<file path="config.mk">
export PLATFORM = sky130hd
export DESIGN_NAME = uart_edge_filter
export DESIGN_NICKNAME = d
export VERILOG_FILES = /design/src/rtl/uart_edge_pkg.sv /design/src/rtl/uart_glitch_filter.sv /design/src/rtl/uart_edge_filter.sv
export SDC_FILE = /design/constraint.sdc
export NUM_CORES = 1
export LEC_CHECK = 0
export CAP_MARGIN = 10
export CORE_MARGIN = 2
export CORE_UTILIZATION = 40
export CTS_BUF_LIST = sky130_fd_sc_hd__clkbuf_8
export DETAILED_ROUTE_END_ITERATION = 10
export GPL_TIMING_DRIVEN = 0
export MAX_ROUTING_LAYER = met4
export PLACE_DENSITY = 0.67
export SYNTH_ARGS = -nofsm -noshare
export SYNTH_HDL_FRONTEND = slang
export SYNTH_SLANG_ARGS = --single-unit
export TNS_END_PERCENT = 30
</file>
<file path="constraint.sdc">
create_clock -name i_clk -period 3.25 [get_ports i_clk]
set_clock_uncertainty 0.15 [all_clocks]
set_input_delay 0.325 -clock i_clk [delete_from_list [all_inputs] [get_ports i_clk]]
set_output_delay 0.325 -clock i_clk [all_outputs]
set_load 0.01 [all_outputs]
</file>
<file path="src/rtl/uart_edge_pkg.sv">
// ============================================================================
// Module  : uart_edge_pkg
// Purpose : Shared edge-mode type, default parameters and mode decode helper
//           for the uart_edge_filter block.
// Revision: 1.0  initial release
// ============================================================================
`default_nettype none

package uart_edge_pkg;

    typedef enum logic [1:0] {
        OFF  = 2'b00,
        RISE = 2'b01,
        FALL = 2'b10,
        BOTH = 2'b11
    } edge_mode_e;

    localparam int DEF_BUS_WIDTH   = 32;
    localparam int DEF_SYNC_STAGES = 2;
    localparam int DEF_FILT_WIDTH  = 8;

    // True when the channel mode qualifies an edge in the given direction.
    function automatic logic edge_enabled(input edge_mode_e mode, input logic rising);
        if (rising) begin
            return (mode == RISE) || (mode == BOTH);
        end
        return (mode == FALL) || (mode == BOTH);
    endfunction

endpackage

`default_nettype wire

</file>
<file path="src/rtl/uart_glitch_filter.sv">
// ============================================================================
// Module  : uart_glitch_filter
// Purpose : One channel: input synchronizer, glitch counter and debounced level.
// Revision: 1.0  initial release
// ============================================================================
`default_nettype none

module uart_glitch_filter
    import uart_edge_pkg::*;
#(
    parameter int SYNC_STAGES = DEF_SYNC_STAGES,
    parameter int FILT_WIDTH  = DEF_FILT_WIDTH
) (
    input  logic                  i_clk,
    input  logic                  i_rst,
    input  logic                  i_data,
    input  logic [FILT_WIDTH-1:0] i_filt_len,
    output logic                  o_filtered,
    output logic                  o_toggle
);

    logic [SYNC_STAGES-1:0] sync_q;
    logic [FILT_WIDTH-1:0]  cnt_q, cnt_d;
    logic                   filt_q, filt_d;
    logic                   sample_w;

    assign sample_w = sync_q[SYNC_STAGES-1];

    always_ff @(posedge i_clk) begin
        if (i_rst) begin
            sync_q <= '0;
            cnt_q  <= '0;
            filt_q <= 1'b0;
        end else begin
            sync_q <= {sync_q[SYNC_STAGES-2:0], i_data};
            cnt_q  <= cnt_d;
            filt_q <= filt_d;
        end
    end

    // A count already past a freshly lowered threshold commits immediately.
    always_comb begin
        cnt_d    = '0;
        filt_d   = filt_q;
        o_toggle = 1'b0;
        if (sample_w != filt_q) begin
            if (cnt_q >= i_filt_len) begin
                filt_d   = sample_w;
                o_toggle = 1'b1;
            end else begin
                cnt_d = cnt_q + FILT_WIDTH'(1);
            end
        end
    end

    assign o_filtered = filt_q;

endmodule

`default_nettype wire

</file>
<file path="src/rtl/uart_edge_filter.sv">
// ============================================================================
// Module  : uart_edge_filter
// Purpose : Multi-channel synchronizer / glitch filter with edge pulses,
//           sticky flags and interrupt. Define UART_EDGE_FILTER_OVERRUN_EN
//           to add the sticky o_overrun port.
// Revision: 1.0  initial release
// ============================================================================
`default_nettype none

module uart_edge_filter
    import uart_edge_pkg::*;
#(
    parameter int BUS_WIDTH   = DEF_BUS_WIDTH,
    parameter int SYNC_STAGES = DEF_SYNC_STAGES,
    parameter int FILT_WIDTH  = DEF_FILT_WIDTH
) (
    input  logic                   i_clk,
    input  logic                   i_rst,
    input  logic [BUS_WIDTH-1:0]   i_data,
    input  logic [2*BUS_WIDTH-1:0] i_mode,
    input  logic [FILT_WIDTH-1:0]  i_filt_len,
    input  logic [BUS_WIDTH-1:0]   i_clear,
    output logic [BUS_WIDTH-1:0]   o_filtered,
    output logic [BUS_WIDTH-1:0]   o_edge_pulse,
    output logic [BUS_WIDTH-1:0]   o_flags,
    output logic                   o_irq
`ifdef UART_EDGE_FILTER_OVERRUN_EN
    ,
    output logic [BUS_WIDTH-1:0]   o_overrun
`endif
);

    logic [BUS_WIDTH-1:0] toggle_w;
    logic [BUS_WIDTH-1:0] pulse_d, pulse_q;
    logic [BUS_WIDTH-1:0] flags_d, flags_q;

    for (genvar i = 0; i < BUS_WIDTH; i++) begin : g_chan
        edge_mode_e mode_w;

        assign mode_w = edge_mode_e'(i_mode[2*i +: 2]);

        uart_glitch_filter #(
            .SYNC_STAGES (SYNC_STAGES),
            .FILT_WIDTH  (FILT_WIDTH)
        ) u_filt (
            .i_clk      (i_clk),
            .i_rst      (i_rst),
            .i_data     (i_data[i]),
            .i_filt_len (i_filt_len),
            .o_filtered (o_filtered[i]),
            .o_toggle   (toggle_w[i])
        );

        // Pulse lands with the new filtered level; a low level now means a rise.
        assign pulse_d[i] = toggle_w[i] & edge_enabled(mode_w, ~o_filtered[i]);
    end

    // Set wins over clear so an edge coinciding with a clear is never lost.
    assign flags_d = (flags_q & ~i_clear) | pulse_q;

    always_ff @(posedge i_clk) begin
        if (i_rst) begin
            pulse_q <= '0;
            flags_q <= '0;
        end else begin
            pulse_q <= pulse_d;
            flags_q <= flags_d;
        end
    end

    assign o_edge_pulse = pulse_q;
    assign o_flags      = flags_q;
    assign o_irq        = |flags_q;

`ifdef UART_EDGE_FILTER_OVERRUN_EN
    logic [BUS_WIDTH-1:0] overrun_d, overrun_q;

    assign overrun_d = (overrun_q & ~i_clear) | (pulse_q & flags_q & ~i_clear);

    always_ff @(posedge i_clk) begin
        if (i_rst) begin
            overrun_q <= '0;
        end else begin
            overrun_q <= overrun_d;
        end
    end

    assign o_overrun = overrun_q;
`endif

endmodule

`default_nettype wire

</file>
# After elaboration in Yosys (flattened, before gate mapping)

Cells that the tools add are included.

Bitwise logic cells: 67
Muxes and demuxes: 96
Reductions and logical operators: 129
Add/subtract/negate cells: 32
$lt $le $gt $ge: 32
Equality and inequality tests: 128

Operator list:

| operator            | count |
|---|---|
| $add 8x1->8 const B | 32 |
| $ge 8x8->1          | 32 |
| $eq 2x2->1 const B  | 64 |
| $mux 1              | 96 |
| $reduce_or 3->1     | 32 |
| $eq 2x1->1 const B  | 32 |
| $logic_or 1x1->1    | 64 |
| $reduce_and 2->1    | 32 |
| $and 1x1->1         | 32 |
| $and 32x32->32      | 1 |
| $ne 1x1->1          | 32 |
| $not 1->1           | 32 |
| $not 32->32         | 1 |
| $or 32x32->32       | 1 |
| $reduce_or 32->1    | 1 |

Register bits after elaboration: 416
Logic and storage cells: 582
Output and inout port bits: 97
Bits of input ports: 138

# Depth between registers and ports, before layout

Gate-level depths: netlist (run 1).

Depth after elaboration: 4
Depth in mapped cells: 6

# Hierarchy

From an unflattened synthesis (run 1), not the netlist that was laid out.

Cell total of the unflattened synthesis: 2449
Area, all modules: 21647.0 um^2

Modules (own cells, without submodules):

| module                                    | area an instance (um^2) | sequential area each (um^2) | times used | cells each |
|---|---|---|---|---|
| uart_glitch_filter (g_chan[0].u_filt ...) | 603.1                   | 220.2                       | 30         | 69 |
| uart_edge_filter                          | 2352.3                  | 1281.2                      | 1          | 242 |
| uart_glitch_filter (g_chan[8].u_filt)     | 604.3                   | 220.2                       | 1          | 69 |
| uart_glitch_filter (g_chan[9].u_filt)     | 598.1                   | 220.2                       | 1          | 68 |

# Worst setup path after synthesis (run 1)

No wires, ideal clock.

Path kind: in2reg
From: in i_filt_len[2]
To: reg g_chan[5].u_filt.cnt_q[5]
Cell stages on the path: 6
Arrival time: 2.204 ns
Setup time: 0.063 ns
Path slack: 0.834 ns
Cell sequence: inv_1 ha_1 a211oi_1 o21ai_1 a2111o_1 nor2b_2

Cells in the longest elaborated chain, start to end: 2

Ends and longest elaborated chain:

| what                             | line                     | text |
|---|---|---|
| from (decl)                      | uart_edge_filter.sv:21   | `input logic [FILT_WIDTH-1:0] i_filt_len,` |
| $ge 8x8->1                       | uart_glitch_filter.sv:47 | `if (cnt_q >= i_filt_len) begin` |
| $reduce_or 3->1 (no source line) | n/a                      |  |
| to (signal assigned)             | uart_glitch_filter.sv:36 | `cnt_q <= cnt_d;` |
| to (decl)                        | uart_glitch_filter.sv:23 | `logic [FILT_WIDTH-1:0] cnt_q, cnt_d;` |

Every way passes these cells.
A chain may end at the register's enable or synchronous reset.

# Worst setup path after layout (run 1)

From: reg flags_q[22], in the netlist o_flags[22]
To: out o_irq

Cells in the longest elaborated chain, start to end: 1

Ends and longest elaborated chain:

| what                   | line                   | text |
|---|---|---|
| from (decl)            | uart_edge_filter.sv:35 | `logic [BUS_WIDTH-1:0] flags_d, flags_q;` |
| from (signal assigned) | uart_edge_filter.sv:67 | `flags_q <= flags_d;` |
| $reduce_or 32->1       | uart_edge_filter.sv:73 | `assign o_irq = \|flags_q;` |
| to (decl)              | uart_edge_filter.sv:26 | `output logic o_irq` |

Every way passes these cells.

==> results of run 1 <==
==> power groups by stage <==
stage                     registers [mW]  logic (mW)  clock network (mW)
after floorplan                     5.29       0.343                   0
after global placement              5.29       0.691                   0
after detailed placement            5.29       0.736                   0
after CTS                           5.18       0.740                4.71
after global routing                5.19       0.811                4.94
final                               5.18       0.734                4.59
==> layout make-up <==
type | instances | share of cell area [%]
multi-input cells | 1659 | 46.6
flip-flops and latches | 416 | 32.4
repair buffers | 241 | 9.67
clock buffers | 89 | 4.76
well taps | 680 | 3.31
plain buffers | 57 | 1.32
inverters | 90 | 1.31
clock inverters | 28 | 0.550
diodes | 3 | 0.0292
==> logic make-up after synthesis <==
| group | synth area share [%] |
|---|---|
| AO/OA/AOI/OAI | 8.81 |
| XOR/XNOR | 9.34 |
| adder cells (fa/ha/maj) | 17.2 |
| buffers and inverters | 3.23 |
| flip-flops | 39.7 |
| multiplexers | 3.05 |
| AND/OR/NAND/NOR | 18.7 |
==> flip-flops by register name (all words and copies together), names as in the netlist <==
register	flops
o_flags	32
g_chan.u_filt.sync_q	64
o_edge_pulse	32
g_chan.u_filt.o_filtered	32
g_chan.u_filt.cnt_q	256
==> worst max path at each step <==
stage,from,end,slack [ns],depth (start not counted)
3_5_place_dp,i_filt_len[2],g_chan[16].u_filt.cnt_q[2],0.25,8
3_3_place_gp,i_filt_len[0],o_edge_pulse[2],-0.98,6
6_report,o_flags[22],o_irq,0.09,4
2_1_floorplan,i_filt_len[2],g_chan[5].u_filt.cnt_q[5],0.83,6
4_1_cts,o_flags[22],o_irq,0.03,4
5_1_grt,o_flags[26],o_irq,0.05,4
==> routing by layer <==
layer	track usage, %	up-vias	part of all wire, %
met1	27.2	7879	47
met4	6.65	0	2.1
li1	-	8359	-
met3	5.19	100	7.1
met5	-	-	0
met2	33.2	461	44
==> through the flow <==
step / instances / worst slack, ns / utilization, %
after floorplan: 2222 / 0.834 / -
after global placement: 3135 / -0.984 / 46.9
after detailed placement: 3143 / 0.248 / 47.2
after CTS: 3260 / 0.0274 / 49.8
after global routing: 3263 / 0.0466 / 49.8
final: 3263 / 0.0876 / 49.8
==> worst register-to-register path, stage by stage (launching register included) <==
cell and delay [ns]:
dfxtp_1 0.33, ha_1 0.30, and2_1 0.14, o2111ai_1 0.14
o211a_1 0.28, nor4_1 0.54
==> placed cells by master, fill, tap and decap left out, types with 18 or more instances in the layout <==
| cell | Yosys | layout |
|---|---|---|
| a2111o_1 | 19 | 19 |
| a211oi_1 | 19 | 19 |
| a21oi_1 | 102 | 102 |
| and3_1 | 69 | 69 |
| buf_4 | 32 | 32 |
| clkbuf_1 | 20 | 20 |
| clkbuf_8 | 0 | 89 |
| clkdlybuf4s50_1 | 0 | 232 |
| dfxtp_1 | 416 | 416 |
| ha_1 | 288 | 288 |
| inv_1 | 90 | 102 |
| mux2i_1 | 64 | 64 |
| nand2_1 | 65 | 65 |
| nand2b_1 | 77 | 77 |
| nand3_1 | 136 | 136 |
| nor2_1 | 313 | 313 |
| nor2b_1 | 83 | 83 |
| nor4_1 | 40 | 40 |
| o2111ai_1 | 26 | 26 |
| o211ai_1 | 19 | 19 |
| o21ai_0 | 20 | 20 |
| o21ai_1 | 18 | 18 |
| xnor2_1 | 88 | 88 |
| xor2_1 | 136 | 136 |
==> repair_timing <==
item	4_1_cts	5_1_grt
gates resized for setup	0	1
hold buffers	0	0
endpoints found under the setup margin	0	1
==> metrics, run 1 <==
clk sink count=416; Tot Pwr=10.5 mW; starting density of the core=40.7%; gp weighted congestion=0.884; register share of total power=49.3%; Comb power frac=7.0%; initial antenna violation count=3; setup repair after global routing missed its margin=no; core box area=51600 sq um; required time of the critical path=2.77 ns; Setup crit end kind=primary output; fmax=0.316 GHz; residual DRC count=0; worst r2r src=g_chan[2].u_filt.cnt_q[7]; worst-margin pin slew=1.02 ns; top post-synthesis cells by count=dfxtp_1 (416), nor2_1 (313), ha_1 (288), nand3_1 (136), xor2_1 (136); Max-Cap Viols=0; PwrDens=409 nW/um^2; Seq/Total Area, Yosys=39.7%; post-synthesis sequential element count=416; Worst-path clk slew=0.06 ns; placement row count=83; IO Count=235; FFs w/ async S/R, synth=0%; Net Switching=2.50 mW; multi-input logic area=12000 sq um; share of post-route cells with drive strength above 1=5.93%; Area contributors post-synth=dfxtp_1 (40%), ha_1 (17%), xor2_1 (5.7%), nor2_1 (5.6%), xnor2_1 (3.7%); CTS buffer count=69; die extent in x=233 microns; routed via count=16800; final setup vio count=0; setup bufs post-CTS=0; Mapped Cells=2222; clk buf depth=3; Mapped Avg Cell Area=9.45 sq um; Iter 0 DRT Violations=819; crit-path leading delay family=simple AND/OR/NAND/NOR gates; worst hold path startpoint=i_data[1]; r2r setup slk=1.20 ns; Cell Area, Synth=21000 sq um; final WL=55.8 mm; setup_tns=0 ns; post-DP HPWL=41.1 mm; TritonRoute pass-1 iters=5; CTS tree=built; Hold Vio Cnt, Final=0; Warnings, synthesis=0; Tmin final=3.16 ns; top_reg_cell synth=dfxtp_1; CP bufs+invs=1; Placed Area=24300 sq um; vias per inst=5.15; Syn Nets=2648; number of I/O port buffers=233; share of the synthesized area in the top cell type=39.7%; fin nets=2960; htree depth=3; Reg2Reg Capture Point=o_edge_pulse[2]; CTS root buffer=clkbuf_8; crit path cell chain=nor4_1 > nand4_1 > or2_4 > clkdlybuf4s50_1; first-pass GRT wire length=87.8 mm; Die Ht=233 microns; largest net degree at the start of global routing=25; Power Internal=8.00 mW; WHS Path Cells=2; CP Class=reg -> out; peak per-stage delay on the critical path=0.49 ns; CP startpoint kind=flop; largest area contributor in the synthesized netlist=dfxtp_1; Peak VDD IR=0.264 mV; Worst Path Max Fanout=3; Final Cell Area=25700 sq um; Clk Latency, worst-skew pair=0.64 ns; Area Overhead vs Synth=22.5%; Hold Path Class=in -> reg; pins over their slew limit=0; number of global-route vias before repair=16800; Worst EP arrival=2.69 ns; Sw Ratio=23.8%; fin crit share=97.3%; total die area=54300 sq um; grt total ovfl=0; Pleak=10.8 nW; worst hold slack=0.0980 ns; Slowest-stage cell, CP=clkdlybuf4s50_1; area taken by flip-flops and latches=8330 sq um; DR WL/cell=17.1 microns; FF-to-FF path depth=5; cell with the most instances after synthesis=dfxtp_1; fillers=4754; Post-synth EDFFs=0; Rel. slew slack=32.2%; outcome=complete, no violations; GRT Total Usage=21.3%; antenna-violating nets left=0; post-synthesis cell type count=33; clock power share=43.7%; hold endpoint=g_chan[1].u_filt.sync_q[0]
(Power assumes the default switching activity.)
==> run 2: changes to the inputs <==
CORE_UTILIZATION = 50   (was 40)
CTS_CLUSTER_DIAMETER = 150   (was unset)
PLACE_DENSITY = 0.79   (was 0.67)
==> metrics, run 2 (synthesized netlist as in run 1, its figures left out) <==
fmax=0.318 GHz (+0.65%); TritonRoute pass-1 iters=7 (+2); Hold Path Class=in -> reg; CP Class=reg -> out; Max-Cap Viols=0 (unchanged); post-CTS sizing=0 (unchanged); final core occ=61.1% (+11 points); worst r2r src=g_chan[13].u_filt.cnt_q[5]; Worst-path clk slew=0.06 ns (about the same); Iter 0 DRT Violations=1030 (+26%); Placed Cells incl. Taps=3002 (-4.5%); FF-to-FF path depth=5 (unchanged); die extent in x=209 microns (-10%); PwrDens=407 nW/um^2 (-0.47%); number of global-route vias before repair=17400 (+3.3%); Rel. slew slack=29.7% (-2.5 points); htree depth=3 (unchanged); number of I/O port buffers=233 (unchanged); fin crit share=96.7% (-0.63 points); Pleak=10.8 nW (-0.34%); Tmin final=3.14 ns (-0.0204 ns); starting density of the core=50.4% (+9.7 points); CTS hold repair buffers=0 (unchanged); total die area=43700 sq um (-20%); Hold Vio Cnt, Final=0 (unchanged); outcome=complete, no violations; placement row count=75 (-9.6%); most common cell after layout, fill and taps aside=dfxtp_1; DR WL/cell=17.8 microns (+4.3%); residual DRC count=0 (unchanged); CP startpoint kind=flop; Final Non-Filler Cells=3115 (-4.5%); required time of the critical path=2.77 ns (about the same); worst hold slack=0.135 ns (+0.0373 ns); clk buf depth=3 (unchanged); Worst EP arrival=2.67 ns (-0.02 ns); Setup crit end kind=primary output; worst hold path startpoint=i_data[2]; Final Cell Area=25500 sq um (-0.94%); max reg flops=256 (unchanged); IO Count=235 (unchanged); Peak VDD IR=0.350 mV (+33%); clk sink count=416 (unchanged); largest net degree at the start of global routing=29 (+16%); pins over their slew limit=0 (unchanged); most frequent cells in the layout=dfxtp_1 (416), nor2_1 (313), ha_1 (288); share of post-route cells with drive strength above 1=5.79% (-0.14 points); initial antenna violation count=3 (unchanged); post-DP HPWL=40.8 mm (-0.73%); grt total ovfl=0 (unchanged); Worst Path Max Fanout=3 (unchanged); core box area=41700 sq um (-19%); Die Ht=209 microns (-10%); antenna-violating nets left=0 (unchanged); GRT Total Usage=25.9% (+4.6 points); setup repair after global routing missed its margin=no; gp weighted congestion=0.890 (+0.71%); vias per inst=5.52 (+7.2%); final setup vio count=0 (unchanged); WHS Path Cells=2 (unchanged); setup bufs post-CTS=0 (unchanged); CTS root buffer=clkbuf_8; Largest Register=g_chan.u_filt.cnt_q; CTS buffer count=67 (-2.9%); worst-margin pin slew=1.06 ns (+0.0382 ns); Worst setup startpoint=o_flags[22]; first-pass GRT wire length=88.1 mm (+0.26%); routed via count=17200 (+2.3%); Tot Pwr=10.4 mW (-1.4%); Placed Area=24200 sq um (-0.69%); largest registers=g_chan.u_filt.cnt_q (256), g_chan.u_filt.sync_q (64); Area Overhead vs Synth=21.3%; fin nets=2958 (-0.068%); CTS tree=built; Clk Latency, worst-skew pair=0.61 ns (-0.03 ns); final WL=55.6 mm (-0.44%)
## run 2: layout make-up
class,count,area (sq um)
Timing Repair Buffer,241,2490
Sequential cell,416,8330
Clock inverter,31,185
Inverter,90,338
Buffer,57,340
Antenna cell,1,2.50
Clock buffer,81,1110
Fill cell,3497,16200
Tap cell,539,674
Multi-Input combinational cell,1659,12000
## run 2: worst max-delay path, stage by stage (launching register included)
cell             delay, ns
dfxtp_1               0.36
nor4_1                0.33
nand4_1               0.45
or2_2                 0.44
clkdlybuf4s50_1       0.50
## run 2: final timing paths
kind                                endpoint  slack, ns
setup reg to reg            o_edge_pulse[13]       1.16
setup / recovery                       o_irq       0.11
hold reg to reg   g_chan[2].u_filt.sync_q[1]       0.29
hold / removal    g_chan[2].u_filt.sync_q[0]       0.14
## run 2: power by group
part,leakage (nW),switching (mW),internal (mW),total [mW]
Sequential,3.37,0.0334,5.15,5.18
Combinational,6.65,0.400,0.337,0.738
Clock,0.746,2.03,2.40,4.44
Total,10.8,2.47,7.89,10.4
## run 2: metrics by stage
step	worst slack, ns	TNS, ns
detailed placement	0.293	0
global route	0.0304	0
finish	0.108	0
global placement	-0.916	-209.20
CTS	0.164	0
floorplan	0.834	0
## run 2: layer usage
layer,vias up,wire length [microns],track usage (%),part of all wire [%]
met2,555,26100,43.4,47
met5,-,0,-,0
li1,8348,-,-,-
met3,127,3450,4.28,6.2
met4,0,1790,8.99,3.2
met1,8157,24300,31.7,44
